**src/rtl/speck_pkg.sv**
```systemverilog
// speck_pkg: shared FSM encoding, SPECK rotation constants and width-generic rotate helpers.
// Latency: n/a (types and constant/combinational functions only).
// Backpressure: n/a.
package speck_pkg;

   typedef enum logic [1:0] {ST_IDLE, ST_EXPAND, ST_ROUND, ST_DONE} state_t;

   // Rotates are done on a 64-bit carrier; callers zero-extend and truncate.
   localparam int unsigned MAX_W = 64;
   typedef logic [MAX_W-1:0] word_t;

   function automatic int unsigned speck_alpha(input int unsigned n);
      return (n == 16) ? 32'd7 : 32'd8;
   endfunction

   function automatic int unsigned speck_beta(input int unsigned n);
      return (n == 16) ? 32'd2 : 32'd3;
   endfunction

   function automatic word_t width_mask(input int unsigned n);
      if (n >= MAX_W) return '1;
      return (word_t'(1) << n) - word_t'(1);
   endfunction

   // Rotate right by s within the low n bits; bits above n are ignored and cleared.
   function automatic word_t ror(input word_t v, input int unsigned n, input int unsigned s);
      word_t m;
      word_t vm;
      m  = width_mask(n);
      vm = v & m;
      return ((vm >> s) | (vm << (n - s))) & m;
   endfunction

   function automatic word_t rol(input word_t v, input int unsigned n, input int unsigned s);
      return ror(v, n, n - s);
   endfunction

endpackage

```
**src/rtl/speck_round.sv**
```systemverilog
// speck_round: one combinational SPECK round, encrypt (mode_i=0) or its inverse (mode_i=1).
// Latency: combinational, zero cycles.
// Backpressure: none; pure function of its inputs.
module speck_round
   import speck_pkg::*;
#(
   parameter int unsigned WORD_W = 64
) (
   input  logic              mode_i,
   input  logic [WORD_W-1:0] x_i,
   input  logic [WORD_W-1:0] y_i,
   input  logic [WORD_W-1:0] k_i,
   output logic [WORD_W-1:0] x_o,
   output logic [WORD_W-1:0] y_o
);

   localparam int unsigned ALPHA = speck_alpha(WORD_W);
   localparam int unsigned BETA  = speck_beta(WORD_W);

   logic [WORD_W-1:0] enc_x, enc_y, dec_x, dec_y, dec_diff;

   // Both round directions; the decrypt half folds away when mode_i is tied low.
   always_comb begin
      enc_x    = (WORD_W'(ror(word_t'(x_i), WORD_W, ALPHA)) + y_i) ^ k_i;
      enc_y    = WORD_W'(rol(word_t'(y_i), WORD_W, BETA)) ^ enc_x;
      dec_y    = WORD_W'(ror(word_t'(x_i ^ y_i), WORD_W, BETA));
      dec_diff = (x_i ^ k_i) - dec_y;
      dec_x    = WORD_W'(rol(word_t'(dec_diff), WORD_W, ALPHA));
      x_o      = mode_i ? dec_x : enc_x;
      y_o      = mode_i ? dec_y : enc_y;
   end

endmodule

```
**src/rtl/speck_iterative_cipher.sv**
```systemverilog
// speck_iterative_cipher: iterative SPECK, one round + one key step per cycle; SPECK_DECRYPT_EN adds round-key file + decrypt.
// Latency: ROUNDS+1 cycles start->done; with SPECK_DECRYPT_EN (ROUNDS-1)+ROUNDS+1 for either direction.
// Backpressure: none; start is taken only in IDLE and ignored otherwise, block_out held until next done.
module speck_iterative_cipher
   import speck_pkg::*;
#(
   parameter int unsigned WORD_W    = 64,
   parameter int unsigned KEY_WORDS = 2,
   parameter int unsigned ROUNDS    = 32
) (
   input  logic                          clk,
   input  logic                          rst_n,
   input  logic                          start,
   input  logic                          mode,
   input  logic [KEY_WORDS*WORD_W-1:0]   key,
   input  logic [2*WORD_W-1:0]           block_in,
   output logic                          busy,
   output logic                          done,
   output logic [2*WORD_W-1:0]           block_out
);

   localparam int unsigned CW = $clog2(ROUNDS);
   localparam int unsigned LW = KEY_WORDS - 1;

   state_t                     state_q;
   logic [CW-1:0]              cnt_q;
   logic [WORD_W-1:0]          x_q, y_q, k_q;
   logic [LW-1:0][WORD_W-1:0]  l_q, l_d;
   logic [WORD_W-1:0]          x_d, y_d, ks_l, ks_k, rnd_key;
   logic                       rnd_mode;
   logic                       busy_q, done_q;
   logic [2*WORD_W-1:0]        block_out_q;

`ifdef SPECK_DECRYPT_EN
   logic                       mode_q;
   logic [WORD_W-1:0]          rk_q [ROUNDS];
   logic [CW-1:0]              rk_idx;

   // Decrypt walks the stored round keys backwards.
   always_comb begin
      rk_idx = mode_q ? (CW'(ROUNDS - 1) - cnt_q) : cnt_q;
   end
   assign rnd_key  = rk_q[rk_idx];
   assign rnd_mode = mode_q;
`else
   logic unused_mode;
   assign unused_mode = mode;
   assign rnd_key     = k_q;
   assign rnd_mode    = 1'b0;
`endif

   // Key step is the encrypt round with (l0, k, i) in place of (x, y, k).
   speck_round #(.WORD_W(WORD_W)) u_key_step (
      .mode_i (1'b0),
      .x_i    (l_q[0]),
      .y_i    (k_q),
      .k_i    (WORD_W'(cnt_q)),
      .x_o    (ks_l),
      .y_o    (ks_k)
   );

   speck_round #(.WORD_W(WORD_W)) u_data_round (
      .mode_i (rnd_mode),
      .x_i    (x_q),
      .y_i    (y_q),
      .k_i    (rnd_key),
      .x_o    (x_d),
      .y_o    (y_d)
   );

   // l-word shift register: drop l0, append the freshly generated word at the top.
   always_comb begin
      l_d = l_q;
      for (int j = 0; j < int'(LW) - 1; j++) l_d[j] = l_q[j+1];
      l_d[LW-1] = ks_l;
   end

   // Control FSM with registered handshake and result outputs.
   always_ff @(posedge clk or negedge rst_n) begin
      if (!rst_n) begin
         state_q     <= ST_IDLE;
         cnt_q       <= '0;
         x_q         <= '0;
         y_q         <= '0;
         k_q         <= '0;
         l_q         <= '0;
         busy_q      <= 1'b0;
         done_q      <= 1'b0;
         block_out_q <= '0;
`ifdef SPECK_DECRYPT_EN
         mode_q      <= 1'b0;
         for (int i = 0; i < int'(ROUNDS); i++) rk_q[i] <= '0;
`endif
      end else begin
         done_q <= 1'b0;
         case (state_q)
            ST_IDLE: begin
               if (start) begin
                  x_q    <= block_in[2*WORD_W-1:WORD_W];
                  y_q    <= block_in[WORD_W-1:0];
                  k_q    <= key[WORD_W-1:0];
                  l_q    <= key[KEY_WORDS*WORD_W-1:WORD_W];
                  cnt_q  <= '0;
                  busy_q <= 1'b1;
`ifdef SPECK_DECRYPT_EN
                  mode_q   <= mode;
                  rk_q[0]  <= key[WORD_W-1:0];
                  state_q  <= ST_EXPAND;
`else
                  state_q  <= ST_ROUND;
`endif
               end
            end
`ifdef SPECK_DECRYPT_EN
            ST_EXPAND: begin
               k_q                    <= ks_k;
               l_q                    <= l_d;
               rk_q[cnt_q + CW'(1)]   <= ks_k;
               if (cnt_q == CW'(ROUNDS - 2)) begin
                  cnt_q   <= '0;
                  state_q <= ST_ROUND;
               end else begin
                  cnt_q <= cnt_q + CW'(1);
               end
            end
`endif
            ST_ROUND: begin
               x_q <= x_d;
               y_q <= y_d;
`ifndef SPECK_DECRYPT_EN
               k_q <= ks_k;
               l_q <= l_d;
`endif
               if (cnt_q == CW'(ROUNDS - 1)) begin
                  cnt_q   <= '0;
                  state_q <= ST_DONE;
               end else begin
                  cnt_q <= cnt_q + CW'(1);
               end
            end
            ST_DONE: begin
               block_out_q <= {x_q, y_q};
               done_q      <= 1'b1;
               busy_q      <= 1'b0;
               state_q     <= ST_IDLE;
            end
            default: state_q <= ST_IDLE;
         endcase
      end
   end

   assign busy      = busy_q;
   assign done      = done_q;
   assign block_out = block_out_q;

endmodule

```
**config.mk**
```make
export PLATFORM = sky130hd
export DESIGN_NAME = speck_iterative_cipher
export DESIGN_NICKNAME = d
export VERILOG_FILES = /design/src/rtl/speck_pkg.sv /design/src/rtl/speck_round.sv /design/src/rtl/speck_iterative_cipher.sv
export SDC_FILE = /design/constraint.sdc
export NUM_CORES = 1
export LEC_CHECK = 0
export CAP_MARGIN = 20
export CELL_PAD_IN_SITES_DETAIL_PLACEMENT = 1
export CELL_PAD_IN_SITES_GLOBAL_PLACEMENT = 2
export CORE_ASPECT_RATIO = 1.4
export CORE_MARGIN = 2
export CORE_UTILIZATION = 30
export DETAILED_ROUTE_END_ITERATION = 10
export HOLD_SLACK_MARGIN = 0.02
export PLACE_DENSITY = 0.84
export SLEW_MARGIN = 0
export SYNTH_ARGS = -nofsm -noshare
export SYNTH_HDL_FRONTEND = slang
export SYNTH_SLANG_ARGS = --single-unit
```
**constraint.sdc**
```tcl
create_clock -name clk -period 3.6 [get_ports clk]
set_clock_uncertainty 0.2 [all_clocks]
set_input_delay 0.54 -clock clk [delete_from_list [all_inputs] [get_ports clk]]
set_output_delay 0.54 -clock clk [all_outputs]
set_load 0.1 [all_outputs]
```
==> flow_summary.toml, run 1 <==
[status]
status = "finished, final reports clean"

[min_path]
hold_class = "flip-flop to flip-flop"
min_to = "block_out[8]"
holdCritStartpoint = "block_out[8]"
worstHoldPathCells = 2

[drt]
routed_wl_mm = 114
drt_iter0_drc = 1370
avgRoutedWirePerCell_microns = 23.4
via_per_inst = 5.26
vias = 25605
first_pass_iters = 5
ant_nets = 0
drc_errors = 0

[global_route]
grt_pass1_vias = 27660
grt_usage = 0.249
gr-usage-met3 = 0.0261
busiest_layer = "met2"
grt_max_degree = 99
antenna_found_initial = 3
grt_pass1_wl_mm = 170
use_met1 = 0.307
grt-ovfl-total = 0
grt_util_met2 = 0.444

[timing]
fin_crit_sh = 0.968
relSlewSlack = 0.299
hold_viol_final = 0
post-route-min-period_ns = 3.48
setup_viol = 0
fmax_mhz = 287
rsz0062_at_grt = "true"
tightest_slew_ns = 1.05
tns_ns = 0
slew_viol_final = 0

[floorplan]
dieArea_sq_um = 89800
core_sq_um = 86800
die_w_microns = 254
num_io_pins = 390
die_h_microns = 354
start_util = 0.302
rows = 128

[yosys]
synth_edf_count = 0
synthArstFlopShare = 1.00
synth_cell_types = 81
yosys_most_used_dff = "dfrtp_1"
synth_nets = 3398
synthCells = 3008
ys_seq_elements = 393
synthesis.area_sq_um = 26200
synth_area_per_cell_sq_um = 8.72
ys_warn_count = 0
synth-seq-area-share = 0.375

[cells_and_area]
layout.nets = 4057
n_fill_cell = 10075
drive_above_1_share = 0.223
syn_to_final_growth_pct = 37.8
insertedDiodeCount = 0

[placement]
gp_congestion = 0.909
port_buffers = 388
dp_hpwl_mm = 90.3

[worst_setup_path]
rr_endpoint = "k_q[60]"
reg2reg_slack_ns = 0.12
crit_fanout = 4
critPathCaptureType = "flip-flop"
start_kind = "flip-flop"
crit_type = "flip-flop to flip-flop"
reg2reg_depth = 13
worstPathRequired_ns = 3.86
r2r-start = "k_q[21]"
arrival_ns = 3.74

[clocking]
clock_sinks = 393
cts_buffers = 43
cts_tree = "built"
root_buffer = "clkbuf_16"
clk_latency_ns = 0.61
clk_pin_slew_ns = 0.06
cts_htree_levels = 2
cts_buffer_depth = 3

[job]
cap_violations = 0
-- logic make-up (layout without fill, tap and decap cells) --
kind of cell,count (synthesis),in the layout,synth area share
compound gates,808,808,0.197
xor+xnor,324,324,0.112
fa+ha+maj,130,130,0.0626
buf+inv,224,912,0.0326
flops,393,393,0.375
mux,126,126,0.0541
simple gates,1003,1003,0.166
-- worst max-delay path by stage --
stage | start | end | slack [ns] | cells after the start
global placement | k_q[4] | k_q[49] | -0.17 | 14
finish | k_q[21] | k_q[60] | 0.12 | 13
detailed placement | k_q[4] | k_q[49] | -0.18 | 14
floorplan | k_q[24] | k_q[48] | 0.21 | 12
CTS | k_q[20] | k_q[41] | 0.007 | 16
global route | k_q[1] | k_q[61] | -0.03 | 14
-- critical path, stage by stage, from the launching register on --
cell,delay [ns]
dfrtp_1,0.43
ha_4,0.29
nand2_2,0.05
or4_4,0.54
or3_4,0.34
a211oi_2,0.16
buf_4,0.17
o31ai_4,0.13
o41ai_4,0.33
buf_4,0.21
a21oi_2,0.08
xnor2_2,0.15
xnor2_1,0.16
a21oi_1,0.09
-- area by class of cell --
| class | instances | area, sq um | share of cell area |
|---|---|---|---|
| well taps | 1170 | 1460 | 0.0405 |
| clock inverters | 21 | 235 | 0.00651 |
| clock buffers | 53 | 1190 | 0.0330 |
| inverters | 39 | 146 | 0.00405 |
| multi-input cells | 2391 | 16200 | 0.450 |
| flip-flops and latches | 393 | 9830 | 0.272 |
| repair buffers | 799 | 7020 | 0.194 |
-- cells in the mapped netlist, types with 4 or more instances --
| library cell | n | share of area |
|---|---|---|
| dfrtp_1 | 393 | 0.38 |
| nor2b_1 | 35 | 0.0084 |
| o22ai_1 | 38 | 0.0091 |
| nand2b_1 | 4 | 0.00095 |
| a21oi_1 | 254 | 0.048 |
| nor2_1 | 224 | 0.032 |
| o211ai_1 | 12 | 0.0034 |
| ha_1 | 128 | 0.061 |
| or3_1 | 10 | 0.0024 |
| nor4_1 | 5 | 0.0012 |
| or2_2 | 6 | 0.0014 |
| a41oi_1 | 7 | 0.0023 |
| o31ai_1 | 17 | 0.0049 |
| o22a_1 | 24 | 0.0080 |
| a211oi_1 | 44 | 0.013 |
| nand3_1 | 31 | 0.0059 |
| mux2_2 | 125 | 0.054 |
| nand4_1 | 41 | 0.0098 |
| a221oi_1 | 7 | 0.0023 |
| and2_1 | 4 | 0.00095 |
| buf_1 | 14 | 0.0020 |
| o21a_1 | 24 | 0.0069 |
| a221o_1 | 4 | 0.0015 |
| nand2_1 | 527 | 0.075 |
| o2111ai_1 | 5 | 0.0017 |
| o21ai_0 | 83 | 0.016 |
| xnor2_1 | 221 | 0.074 |
| or4_1 | 4 | 0.0011 |
| a21o_1 | 68 | 0.019 |
| a31o_2 | 5 | 0.0017 |
| o21ai_1 | 5 | 0.00095 |
| a31oi_1 | 136 | 0.032 |
| o21bai_1 | 30 | 0.0086 |
| nor3_1 | 19 | 0.0036 |
| clkbuf_1 | 165 | 0.024 |
| and3_1 | 77 | 0.018 |
| xor2_1 | 95 | 0.032 |
| inv_1 | 38 | 0.0054 |
-- registers in the layout (all words and copies together) (netlist names) --
register / cells
x_q: 64
l_q: 64
cnt_q: 5
y_q: 64
block_out: 128
state_q: 2
k_q: 64
done: 1
busy: 1
-- layout by cell type, fill, tap and decap left out, drive strengths merged, types with 5 or more instances in the layout --
| master | netlist | final |
|---|---|---|
| a211oi | 45 | 45 |
| a21o | 68 | 68 |
| a21oi | 257 | 257 |
| a221oi | 7 | 7 |
| a31o | 5 | 5 |
| a31oi | 137 | 137 |
| a41oi | 7 | 7 |
| and2 | 6 | 6 |
| and3 | 77 | 77 |
| buf | 20 | 499 |
| clkbuf | 165 | 53 |
| clkdlybuf4s50 | 0 | 299 |
| clkinv | 1 | 11 |
| dfrtp | 393 | 393 |
| ha | 128 | 128 |
| inv | 38 | 42 |
| mux2 | 125 | 125 |
| nand2 | 528 | 528 |
| nand3 | 31 | 31 |
| nand4 | 41 | 41 |
| nor2 | 224 | 224 |
| nor2b | 35 | 35 |
| nor3 | 19 | 19 |
| nor4 | 5 | 5 |
| o2111ai | 5 | 5 |
| o211ai | 12 | 12 |
| o21a | 24 | 24 |
| o21ai | 88 | 88 |
| o21bai | 30 | 30 |
| o22a | 24 | 24 |
| o22ai | 38 | 38 |
| o31ai | 19 | 19 |
| or2 | 6 | 6 |
| or3 | 10 | 10 |
| xnor2 | 224 | 224 |
| xor2 | 95 | 95 |
-- stage by stage --
step / cell area (sq um) / util / hold slack, ns / cells / setup WS, ns
finish: 36100 / 0.416 / 0.283 / 4866 / 0.115
detailed placement: 34000 / 0.391 / 0.274 / 4785 / -0.178
floorplan: 26200 / - / 0.0444 / 3008 / 0.210
CTS: 35500 / 0.409 / 0.279 / 4862 / 0.00715
global route: 36100 / 0.416 / 0.308 / 4866 / -0.0301
global placement: 34000 / 0.391 / 0.268 / 4785 / -0.168
-- metal layers --
metal  routed length, microns  vias to the layer above  share of wire
met4                     4490                        2          0.039
met1                    47200                    12848           0.41
met2                    57900                      597           0.51
met3                     4420                      176          0.039
li1                         -                    11982              -
met5                       12                        -        0.00011
-- repair_timing --
action                     4_1_cts  5_1_grt
pin swaps                        3       31
setup endpoints to repair       56       97
gates resized for setup         22       94
hold buffers                     1        0
buffers inserted                 2        6
hold endpoints to repair        52        0
Power of run 1 is not shown: default switching activity piles up to over one toggle a cycle in this logic, so the estimate is an artifact.
==> run 2, diff against run 1 <==
Settings changed: CAP_MARGIN 20 to not set, CORE_UTILIZATION 30 to 31, CTS_BUF_LIST set to sky130_fd_sc_hd__clkbuf_8, PLACE_DENSITY 0.84 to 0.86, SKIP_CTS_REPAIR_TIMING set to 1.
==> run 2 against run 1 <==
The flow now finishes with violations (setup timing). Maximum frequency down 4.1%. Global-route usage up 0.59 points. Core utilization up 1.6 points. Setup slack worse by 0.15 ns. Critical path depth down 1. Register-to-register slack worse by 0.15 ns. Highest routed layer is now met4. First-iteration DRC count down 11%. Clock-buffer cell count up 35. Largest cell class unchanged.
==> flow_summary.toml, run 2 (synthesized netlist as in run 1, its figures left out) <==
[worst_setup_path]
crit_start = "l_q[29]"
crit_type = "flip-flop to flip-flop"
reg2reg_slack_ns = -0.03
slowest_stage = "or4_4"
crit_fanout = 3
r2r-start = "l_q[29]"
critPathCaptureType = "flip-flop"
cpPeakStageDelay_ns = 0.53
reg2reg_depth = 12
rr_endpoint = "k_q[48]"
arrival_ns = 3.98
start_kind = "flip-flop"
worstPathRequired_ns = 3.95
path_cells = "ha_4, nand2_4, or4_4, or3_1, a211oi_2, buf_4, o31ai_4, o21ai_4, a21oi_4, o31ai_4, xor3_1, a21o_1"
cp_common_cell = "o31ai_4"
endpoint = "k_q[48]"

[global_route]
grt-ovfl-total = 0
antenna_found_initial = 4
grt_pass1_vias = 27961
grt_usage = 0.255
grt_pass1_wl_mm = 170
grt_max_degree = 113

[drt]
avgRoutedWirePerCell_microns = 23.4
drt_iter0_drc = 1225
routed_wl_mm = 113
ant_nets = 0
drc_errors = 0
via_per_inst = 5.31
vias = 25760
first_pass_iters = 4

[floorplan]
dieArea_sq_um = 86900
die_h_microns = 348
num_io_pins = 390
start_util = 0.312
core_sq_um = 84000
rows = 126
die_w_microns = 250

[timing]
tns_ns = -0.0790
fin_crit_sh = 1.01
post-route-min-period_ns = 3.63
relSlewSlack = 0.320
fmax_mhz = 275
rsz0062_at_grt = "true"
slew_viol_final = 0
tightest_slew_ns = 1.02
hold_viol_final = 0
setup_ws_ns = -0.0344
setup_viol = 3

[clocking]
cts_htree_levels = 3
clock_sinks = 393
root_buffer = "clkbuf_8"
clk_latency_ns = 0.68
clk_pin_slew_ns = 0.06
cts_tree = "built"
cts_buffers = 69
cts_buffer_depth = 3

[placement]
gp_congestion = 0.917
port_buffers = 388
dp_hpwl_mm = 89.5
placed_cells = 4723

[cells_and_area]
layout.nets = 4105
largest_reg_flops = 128
stdcell_count = 4852
syn_to_final_growth_pct = 38.4
multi_input_area_sq_um = 16300
most-common-layout-cells = "nand2_1, buf_4, dfrtp_1"
final-seq-area_sq_um = 9840
drive_above_1_share = 0.233
n_fill_cell = 9748
layout_commonest_cell = "nand2_1"

[min_path]
hold_class = "primary input to async pin"

[job]
cap_violations = 0

[status]
violations = "setup timing"
status = "complete, but fails checks"
run 2: worst min-delay path by stage:
| stage | endpoint | slack (ns) |
|---|---|---|
| floorplan | block_out[0] | 0.04 |
| global placement | l_q[20] | 0.23 |
| detailed placement | l_q[20] | 0.24 |
| CTS | l_q[24] | -0.51 |
| global route | l_q[24] | 0.14 |
| finish | l_q[24] | 0.13 |
run 2: worst max-delay path: cells and delay by family (launching register included):
family	cells	cell delay, ns
buffers and inverters	1	0.16
AOI/OAI and AO/OA	6	1.05
DFF	1	0.42
xor gates and xnor gates	1	0.37
and+or+nand+nor	3	0.97
adders and majority gates	1	0.30
run 2: metal layers:
metal | part of all wire | track usage | vias to the layer above | wire length (microns)
li1 | - | - | 12089 | -
met1 | 0.41 | 0.306 | 12884 | 46800
met2 | 0.51 | 0.465 | 590 | 58100
met3 | 0.033 | 0.0263 | 197 | 3760
met4 | 0.041 | 0.102 | 0 | 4640
met5 | 0 | 0 | - | 0
run 2: stage by stage:
| stage | util | hold WS (ns) | worst slack [ns] | area [sq um] |
|---|---|---|---|---|
| global placement | 0.405 | 0.233 | -0.418 | 34000 |
| finish | 0.432 | 0.127 | -0.0344 | 36300 |
| floorplan | - | 0.0444 | 0.210 | 26200 |
| global route | 0.432 | 0.135 | -0.157 | 36300 |
| CTS | 0.423 | -0.513 | -0.588 | 35500 |
| detailed placement | 0.405 | 0.236 | -0.546 | 34000 |
run 2: cell type report:
type | instances | share of cell area
well taps | 1088 | 0.0375
inverters | 39 | 0.00403
flip-flops and latches | 393 | 0.271
repair buffers | 821 | 0.199
clock buffers | 88 | 0.0334
diodes | 2 | 0.000138
multi-input cells | 2391 | 0.448
clock inverters | 30 | 0.00724
Power of run 2 is left out for the same reason.
